<file path="src/rtl/regbank_pkg.sv">
// Shared types and defaults for the arbitrated register bank.
package regbank_pkg;

    typedef enum logic [1:0] {
        CLEAR,
        ARB,
        LOCK
    } state_t;

    localparam logic PORT_A = 1'b0;
    localparam logic PORT_B = 1'b1;

    localparam int DEF_ADDR_W   = 3;
    localparam int DEF_DATA_W   = 8;
    localparam int DEF_LOCK_MAX = 15;

endpackage

</file>
<file path="src/rtl/regbank_arbiter_rr_arb2.sv">
// Two-requester round-robin grant with a last-owner pointer.
// force_b hands port B exclusive ownership while a lock is held.
module rr_arb2
    import regbank_pkg::*;
(
    input  logic clk,
    input  logic rst_n,
    input  logic arb_en,
    input  logic force_b,
    input  logic req_a,
    input  logic req_b,
    output logic gnt_a,
    output logic gnt_b
);

    logic last_q;

    always_comb begin
        gnt_a = 1'b0;
        gnt_b = 1'b0;
        unique case (1'b1)
            force_b: begin
                gnt_b = req_b;
            end
            arb_en: begin
                if (req_a && req_b) begin
                    gnt_a = (last_q == PORT_B);
                    gnt_b = (last_q == PORT_A);
                end else begin
                    gnt_a = req_a;
                    gnt_b = req_b;
                end
            end
            default: ;
        endcase
    end

    // Leaving a lock always hands priority back to A.
    always_ff @(posedge clk) begin
        if (!rst_n) begin
            last_q <= PORT_B;
        end else if (force_b) begin
            last_q <= PORT_B;
        end else if (gnt_a) begin
            last_q <= PORT_A;
        end else if (gnt_b) begin
            last_q <= PORT_B;
        end
    end

endmodule

</file>
<file path="src/rtl/regbank_arbiter.sv">
// Register bank shared by the I2C slave (A) and the local core (B),
// with post-reset clear sweep, round-robin grant and a B lock.
module regbank_arbiter
    import regbank_pkg::*;
#(
    parameter int ADDR_W   = DEF_ADDR_W,
    parameter int DATA_W   = DEF_DATA_W,
    parameter int LOCK_MAX = DEF_LOCK_MAX
) (
    input  logic              clk,
    input  logic              rst_n,
    input  logic              req_a,
    input  logic              we_a,
    input  logic [ADDR_W-1:0] addr_a,
    input  logic [DATA_W-1:0] wdata_a,
    output logic              gnt_a,
    output logic              rvalid_a,
    output logic [DATA_W-1:0] rdata_a,
    input  logic              req_b,
    input  logic              we_b,
    input  logic [ADDR_W-1:0] addr_b,
    input  logic [DATA_W-1:0] wdata_b,
    output logic              gnt_b,
    output logic              rvalid_b,
    output logic [DATA_W-1:0] rdata_b,
    input  logic              lock_b,
    output logic              busy,
    output logic              lock_timeout
);

    localparam int DEPTH = 2 ** ADDR_W;
    localparam int CNT_W = $clog2(LOCK_MAX + 1);

    localparam logic [ADDR_W:0]  PTR_ONE = 1;
    localparam logic [CNT_W-1:0] CNT_ONE = 1;
    localparam logic [CNT_W-1:0] CNT_MAX = CNT_W'(LOCK_MAX);

    state_t            state_q, state_d;
    logic [ADDR_W:0]   clr_ptr_q, clr_ptr_d, clr_nxt;
    logic [CNT_W-1:0]  lock_cnt_q, lock_cnt_d;
    logic              relock_blk_q, relock_blk_d;
    logic              timeout_d;
    logic              arb_en, force_b;
    logic [DATA_W-1:0] mem [DEPTH];

    assign arb_en  = rst_n && (state_q == ARB);
    assign force_b = rst_n && (state_q == LOCK);
    assign busy    = !rst_n || (state_q == CLEAR);
    assign clr_nxt = clr_ptr_q + PTR_ONE;

    rr_arb2 u_rr_arb2 (
        .clk     (clk),
        .rst_n   (rst_n),
        .arb_en  (arb_en),
        .force_b (force_b),
        .req_a   (req_a),
        .req_b   (req_b),
        .gnt_a   (gnt_a),
        .gnt_b   (gnt_b)
    );

    // A timed-out lock stays refused until B is seen with lock_b low.
    always_comb begin
        state_d      = state_q;
        clr_ptr_d    = clr_ptr_q;
        lock_cnt_d   = lock_cnt_q;
        relock_blk_d = relock_blk_q && lock_b;
        timeout_d    = 1'b0;
        unique case (state_q)
            CLEAR: begin
                clr_ptr_d = clr_nxt;
                if (clr_nxt[ADDR_W]) begin
                    state_d = ARB;
                end
            end
            ARB: begin
                if (gnt_b && lock_b && !relock_blk_q) begin
                    state_d    = LOCK;
                    lock_cnt_d = CNT_ONE;
                end
            end
            LOCK: begin
                if (!lock_b) begin
                    state_d    = ARB;
                    lock_cnt_d = '0;
                end else if (lock_cnt_q == CNT_MAX) begin
                    state_d      = ARB;
                    lock_cnt_d   = '0;
                    timeout_d    = 1'b1;
                    relock_blk_d = 1'b1;
                end else begin
                    lock_cnt_d = lock_cnt_q + CNT_ONE;
                end
            end
            default: begin
                state_d = CLEAR;
            end
        endcase
    end

    always_ff @(posedge clk) begin
        if (!rst_n) begin
            state_q      <= CLEAR;
            clr_ptr_q    <= '0;
            lock_cnt_q   <= '0;
            relock_blk_q <= 1'b0;
            lock_timeout <= 1'b0;
        end else begin
            state_q      <= state_d;
            clr_ptr_q    <= clr_ptr_d;
            lock_cnt_q   <= lock_cnt_d;
            relock_blk_q <= relock_blk_d;
            lock_timeout <= timeout_d;
        end
    end

    always_ff @(posedge clk) begin
        if (!rst_n) begin
            rvalid_a <= 1'b0;
            rvalid_b <= 1'b0;
            rdata_a  <= '0;
            rdata_b  <= '0;
        end else begin
            rvalid_a <= gnt_a && !we_a;
            rvalid_b <= gnt_b && !we_b;
            if (gnt_a && !we_a) begin
                rdata_a <= mem[addr_a];
            end
            if (gnt_b && !we_b) begin
                rdata_b <= mem[addr_b];
            end
        end
    end

    // Grants are mutually exclusive, so at most one write per edge.
    always_ff @(posedge clk) begin
        if (state_q == CLEAR) begin
            mem[clr_ptr_q[ADDR_W-1:0]] <= '0;
        end else if (gnt_a && we_a) begin
            mem[addr_a] <= wdata_a;
        end else if (gnt_b && we_b) begin
            mem[addr_b] <= wdata_b;
        end
    end

endmodule
</file>
<file path="config.mk">
export PLATFORM = sky130hd
export DESIGN_NAME = regbank_arbiter
export DESIGN_NICKNAME = d
export VERILOG_FILES = /design/src/rtl/regbank_pkg.sv /design/src/rtl/regbank_arbiter_rr_arb2.sv /design/src/rtl/regbank_arbiter.sv
export SDC_FILE = /design/constraint.sdc
export NUM_CORES = 1
export LEC_CHECK = 0
export BUFFER_PORTS_ARGS = -buffer_cell sky130_fd_sc_hd__buf_4
export CAP_MARGIN = 20
export CORE_UTILIZATION = 35
export DETAILED_ROUTE_END_ITERATION = 10
export MAX_ROUTING_LAYER = met4
export PLACE_DENSITY = 0.51
export SLEW_MARGIN = 0
export SYNTH_ARGS = -nofsm -noshare
export SYNTH_HDL_FRONTEND = slang
export SYNTH_SLANG_ARGS = --single-unit
</file>
<file path="constraint.sdc">
create_clock -name clk -period 2.31 [get_ports clk]
set_input_delay 0 -clock clk [delete_from_list [all_inputs] [get_ports clk]]
set_output_delay 0 -clock clk [all_outputs]
set_load 0.02 [all_outputs]
</file>
==> impl_metrics.env, run 1 <==
export IMPL_hold_slack_ps=18.9
export IMPL_cts_buffer_depth=2
export IMPL_syn_nets=349
export IMPL_finalSetupViolations=0
export IMPL_layout_min_cycle_time_ps=2170
export IMPL_grt_usage_pct=19.1
export IMPL_cts_tree="built"
export IMPL_crit_family="compound AO/OA/AOI/OAI gates"
export IMPL_fmax_mhz=461
export IMPL_wl_per_cell_um=20.7
export IMPL_routed_wl_um=11400
export IMPL_power_density_mw_per_mm2=742
export IMPL_core_mm2=0.0122
export IMPL_grt_pass1_wl_um=17200
export IMPL_cts_root_buffer="clkbuf_16"
export IMPL_ios=51
export IMPL_hp_class="input pin to register"
export IMPL_crit_arrival_ps=2160
export IMPL_critical_path_buf_inv_count=0
export IMPL_cp_start_kind="register"
export IMPL_synth_xor_area_share_pct=0.596
export IMPL_first_pass_iters=4
export IMPL_finalCritPeriodShare_pct=93.9
export IMPL_globalplace_congestion=0.821
export IMPL_crit_path_max_incr_delay_ps=470
export IMPL_viasPerCell=5.52
export IMPL_clock_sinks=95
export IMPL_place_ws_ps=163
export IMPL_grt_start_max_net_pins=23
export IMPL_setup_tns_ps=0
export IMPL_crit_type="register to register"
export IMPL_hpwl_um=7930
export IMPL_antenna_found_initial=0
export IMPL_drive_gt1_share_pct=31.4
export IMPL_placedCellCount=531
export IMPL_synth_compound_area_share_pct=12.1
export IMPL_stdcell_area_mm2=0.00539
export IMPL_finalHoldViolCount=0
export IMPL_ys_types=47
export IMPL_placed_area_mm2=0.00501
export IMPL_io_buffer_count=50
export IMPL_drtAntennaViolNets=0
export IMPL_ys_ff_latch=95
export IMPL_grt_overflow=0
export IMPL_post_cts_setup_buffer_count=0
export IMPL_cts_htree_levels=3
export IMPL_synthCells=318
export IMPL_grt_pass1_vias=2832
export IMPL_drt_iter0_markers=340
export IMPL_cp_max_fo=15
export IMPL_slowest_stage="dfxtp_1"
export IMPL_endpoint_kind="register"
export IMPL_die_y_um=114
export IMPL_async_flop_share_pct=0
export IMPL_worst_slack_ps=140
export IMPL_synth_top_family_by_area="multiplexers"
export IMPL_yosysSeqAreaShare_pct=57.7
export IMPL_finalNetCount=408
export IMPL_clock_skew_ps=8.80
export IMPL_yosys_mux_area_fraction_pct=17.5
export IMPL_status="finished, final reports clean"
export IMPL_fp_dieW_um=114
export IMPL_rsz0062_at_grt="false"
export IMPL_maxSlewViolCount=0
export IMPL_synth_simple_area_share_pct=8.74
export IMPL_fin_cells=550
export IMPL_maxCapViolations=0
export IMPL_worstPathRequired_ps=2300
export IMPL_ys_warn_count=0
export IMPL_syn_cell_area_mm2=0.00441
export IMPL_num_rows=40
export IMPL_diodes=0
export IMPL_synth_fa_ha_area_share_pct=0.568
export IMPL_start_util_pct=36.2
export IMPL_path_cells="and4b_4 -> and3_4 -> a311o_1 -> a32o_1"
export IMPL_peakVddDrop_mv=0.591
export IMPL_synth_edf_count=64
export IMPL_p_leak_nw=1.97
export IMPL_design_die_area_mm2=0.0130
export IMPL_cts_buffers=9
export IMPL_slew_headroom_pct=43.1
export IMPL_synth_avg_cell_area_um2=13.9
export IMPL_final_cell_mix="buf_4 (65), edfxtp_1 (64), mux4_2 (32)"
export IMPL_synth_top_flop_cell="edfxtp_1"
export IMPL_drcViolationCount=0
export IMPL_vias=3036
export IMPL_cts_reportedPaths_clkPinSlew_ps=70
export IMPL_syn2layout_area_growth_pct=22.3
export IMPL_clock_latency_ps=350
export IMPL_final_common_cell="buf_4"
export IMPL_worst_slew_pin_slew_ps=848
==> synth_stat cells, types with 2 or more instances <==
library cell | instances | area, um^2
nand3_1 | 9 | 45.0
and2_1 | 3 | 18.8
nand2b_1 | 2 | 12.5
o21ai_0 | 14 | 70.1
clkbuf_1 | 9 | 33.8
clkinv_1 | 2 | 7.51
xor2_1 | 2 | 17.5
a21oi_1 | 16 | 80.1
a31o_2 | 2 | 17.5
nor2_1 | 17 | 63.8
edfxtp_1 | 64 | 1920
dfxtp_1 | 31 | 621
buf_4 | 2 | 15.0
buf_2 | 7 | 35.0
nand3b_1 | 2 | 15.0
mux2_4 | 2 | 30.0
mux4_2 | 32 | 721
a31oi_1 | 5 | 31.3
nand2_1 | 23 | 86.3
a32o_1 | 2 | 20.0
and3_1 | 3 | 18.8
a32oi_1 | 2 | 17.5
a311oi_1 | 9 | 78.8
o22ai_1 | 15 | 93.8
nor2b_1 | 3 | 18.8
inv_1 | 4 | 15.0
nor3_1 | 4 | 20.0
a22o_1 | 8 | 70.1
mux2i_1 | 2 | 20.0
nand4_1 | 3 | 18.8
a211oi_1 | 2 | 15.0
ha_1 | 2 | 25.0
==> registers in the layout, indices dropped and copies added (netlist names) <==
register / cells
rvalid_b: 1
rvalid_a: 1
u_rr_arb2.last_q: 1
state_q: 2
mem: 64
lock_cnt_q: 4
relock_blk_q: 1
clr_ptr_q: 4
rdata_a: 8
lock_timeout: 1
rdata_b: 8
==> layer usage <==
metal / GRT usage [%] / wire, um / vias up
met5: - / 0 / -
met4: 4.33 / 97 / 0
met3: 5.88 / 833 / 7
met2: 27.6 / 5230 / 113
met1: 26.5 / 5220 / 1517
li1: - / - / 1399
==> worst paths after layout <==
check	to	depth (start not counted)	slack (ps)	from
setup / recovery	mem[3][7]	4	140	state_q[0]
hold reg to reg	lock_cnt_q[3]	2	490	lock_cnt_q[3]
hold / removal	u_rr_arb2.last_q	3	20	req_b
setup reg to reg	mem[3][7]	4	140	state_q[0]
==> area by class of cell <==
type	instances	area, um^2
clock buffer	9	225
clock inverter	7	128
fill	1137	6770
inverter	6	22.5
multi-input combinational	197	1740
sequential	95	2540
tap	168	210
timing repair buffer	68	518
==> worst min-delay path: stages <==
cell	delay (ps)
buf_4	110
a211oi_1	70
o21ai_0	150
==> stage by stage <==
stage / power (W) / util (%)
floorplan: 0.00215 / -
global placement: 0.00229 / 41.2
detailed placement: 0.00230 / 41.2
CTS: 0.00403 / 44.3
global route: 0.00412 / 44.3
finish: 0.00400 / 44.3
==> cells by family (layout without fill, tap and decap cells) <==
kind of cell	after synthesis	count (layout)
flip-flops	95	95
adder cells (fa/ha/maj)	2	2
multiplexers	36	36
XOR/XNOR	3	3
buffers and inverters	26	90
AO/OA/AOI/OAI	80	80
AND/OR/NAND/NOR	76	76
==> where the power goes <==
group          leakage, nW  total (W)  switching (W)  internal, W
clock                0.173    0.00174       0.000664      0.00107
sequential           0.912    0.00191      0.0000387      0.00187
combinational        0.888   0.000353       0.000186     0.000167
==> what timing repair did <==
action                     in CTS  in global routing
setup endpoints to repair       0                  0
hold endpoints to repair        6                  0
hold buffers                    3                  0
resized for setup               0                  0
Power figures use the tool's default switching activity.
==> inputs of run 2 (changes only) <==
CORE_ASPECT_RATIO = 0.8   (was default)
==> impl_metrics.env, run 2 (same netlist as run 1, synthesis figures left out) <==
export IMPL_startpoint="rst_n"
export IMPL_finalHoldViolCount=0
export IMPL_vias=3087
export IMPL_die_y_um=102
export IMPL_cp_start_kind="input pin"
export IMPL_clock_skew_ps=10.1
export IMPL_rsz0062_at_grt="false"
export IMPL_hp_start="addr_b[2]"
export IMPL_cts_htree_levels=3
export IMPL_hpwl_um=8220
export IMPL_worstHoldEndpoint="rdata_b[6]"
export IMPL_io_buffer_count=50
export IMPL_grtUsageMet3_pct=3.98
export IMPL_finalSetupViolations=0
export IMPL_cts_buffer_depth=2
export IMPL_design_die_area_mm2=0.0130
export IMPL_crit_type="input pin to register"
export IMPL_finalCritPeriodShare_pct=92.5
export IMPL_grt_overflow=0
export IMPL_whs_path_depth=3
export IMPL_num_rows=36
export IMPL_nFillCells=1104
export IMPL_drcViolationCount=0
export IMPL_routed_wl_um=11500
export IMPL_cts_reportedPaths_clkPinSlew_ps=70
export IMPL_final_cell_mix="edfxtp_1 (64), buf_4 (62), mux4_2 (32)"
export IMPL_grt_pass1_wl_um=17700
export IMPL_grt_usage_pct=19.5
export IMPL_post_cts_setup_buffer_count=0
export IMPL_viasPerCell=5.61
export IMPL_ios=51
export IMPL_cts_tree="built"
export IMPL_peakVddDrop_mv=0.327
export IMPL_maxCapViolations=0
export IMPL_power_density_mw_per_mm2=691
export IMPL_drive_gt1_share_pct=30.9
export IMPL_globalplace_congestion=0.788
export IMPL_gr_max_usage_layer="met2"
export IMPL_slew_headroom_pct=50.4
export IMPL_regMostFlops="mem"
export IMPL_grt_start_max_net_pins=23
export IMPL_status="finished, final reports clean"
export IMPL_multi_input_area_mm2=0.00174
export IMPL_endpoint_kind="register"
export IMPL_r2r_slack_ps=190
export IMPL_clock_latency_ps=350
export IMPL_grt_pass1_vias=2955
export IMPL_fp_dieW_um=127
export IMPL_cts_buffers=9
export IMPL_seqCellArea_mm2=0.00254
export IMPL_wl_per_cell_um=21.0
export IMPL_layout_min_cycle_time_ps=2140
export IMPL_final_common_cell="edfxtp_1"
export IMPL_drtAntennaViolNets=0
export IMPL_worstPathRequired_ps=2290
export IMPL_worst_slew_pin_slew_ps=740
export IMPL_gr_usage_met2_pct=29.2
export IMPL_antenna_found_initial=0
export IMPL_diodes=0
export IMPL_hp_class="input pin to register"
export IMPL_crit_arrival_ps=2120
export IMPL_reg2reg_to="mem[3][7]"
export IMPL_core_mm2=0.0122
export IMPL_reg_top3="mem: 64 flops, rdata_a: 8 flops, rdata_b: 8 flops"
export IMPL_ff2ff_path_depth=4
export IMPL_syn2layout_area_growth_pct=20.2
export IMPL_met1_usage_pct=27.1
export IMPL_fmax_mhz=468
export IMPL_postLayoutCoreUtil_pct=43.4
export IMPL_cp_max_fo=20
export IMPL_finalNetCount=405
export IMPL_clock_sinks=95
export IMPL_first_pass_iters=5
export IMPL_setup_tns_ps=0
export IMPL_drt_iter0_markers=307
export IMPL_cts_root_buffer="clkbuf_16"
export IMPL_maxSlewViolCount=0
export IMPL_crit_reg2reg_launch="state_q[1]"
export IMPL_largest_register_ffs=64
export IMPL_p_leak_nw=1.92
export IMPL_start_util_pct=36.1
[run 2: metal layers]
metal  share of wire [%]  vias to the layer above  routed length, um
met5                   0                        -                  0
met4                0.82                        0                 95
met3                 6.6                       10                761
met2                  46                      121               5260
met1                  47                     1558               5420
li1                    -                     1398                  -
[run 2: how the worst max path moves through the flow]
stage | to | slack (ps) | cells after the start
2_1_floorplan | mem[0][0] | 180 | 5
3_3_place_gp | mem[3][5] | 260 | 4
3_5_place_dp | mem[1][5] | 200 | 4
4_1_cts | mem[1][5] | 180 | 6
5_1_grt | mem[1][5] | 70 | 4
6_report | mem[3][7] | 170 | 6
[run 2: metrics by stage]
step	setup slack, ps	hold slack [ps]	instance area, um^2	instances	total power, W
final	173	35.7	5300	550	0.00366
after global routing	74.7	40.9	5300	550	0.00379
after CTS	180	4.86	5300	550	0.00369
after detailed placement	204	287	4990	531	0.00229
after global placement	259	281	4990	531	0.00228
after floorplan	184	123	4410	318	0.00215
[run 2: layout make-up]
| type | instances | area share (%) |
|---|---|---|
| clock inverters | 7 | 1.04 |
| repair buffers | 65 | 9.35 |
| clock buffers | 9 | 4.25 |
| multi-input cells | 197 | 32.9 |
| well taps | 171 | 4.04 |
| flip-flops and latches | 95 | 48.0 |
| inverters | 6 | 0.425 |
[run 2: report_power, final]
part | leakage [nW] | switching, W | internal, W
Combinational | 0.871 | 0.000179 | 0.000164
Sequential | 0.912 | 0.0000361 | 0.00187
Clock | 0.133 | 0.000672 | 0.000741
Total | 1.92 | 0.000888 | 0.00277
[run 2: worst max-delay path, stage by stage]
cell	delay (ps)
dlygate4sd3_1	530
buf_4	190
and4b_4	290
and3_4	370
a311o_1	240
a32o_1	490
[run 2: repair_timing]
item	4_1_cts	5_1_grt
endpoints found under the hold margin	13	0
gates resized for setup	0	0
hold buffers	3	0
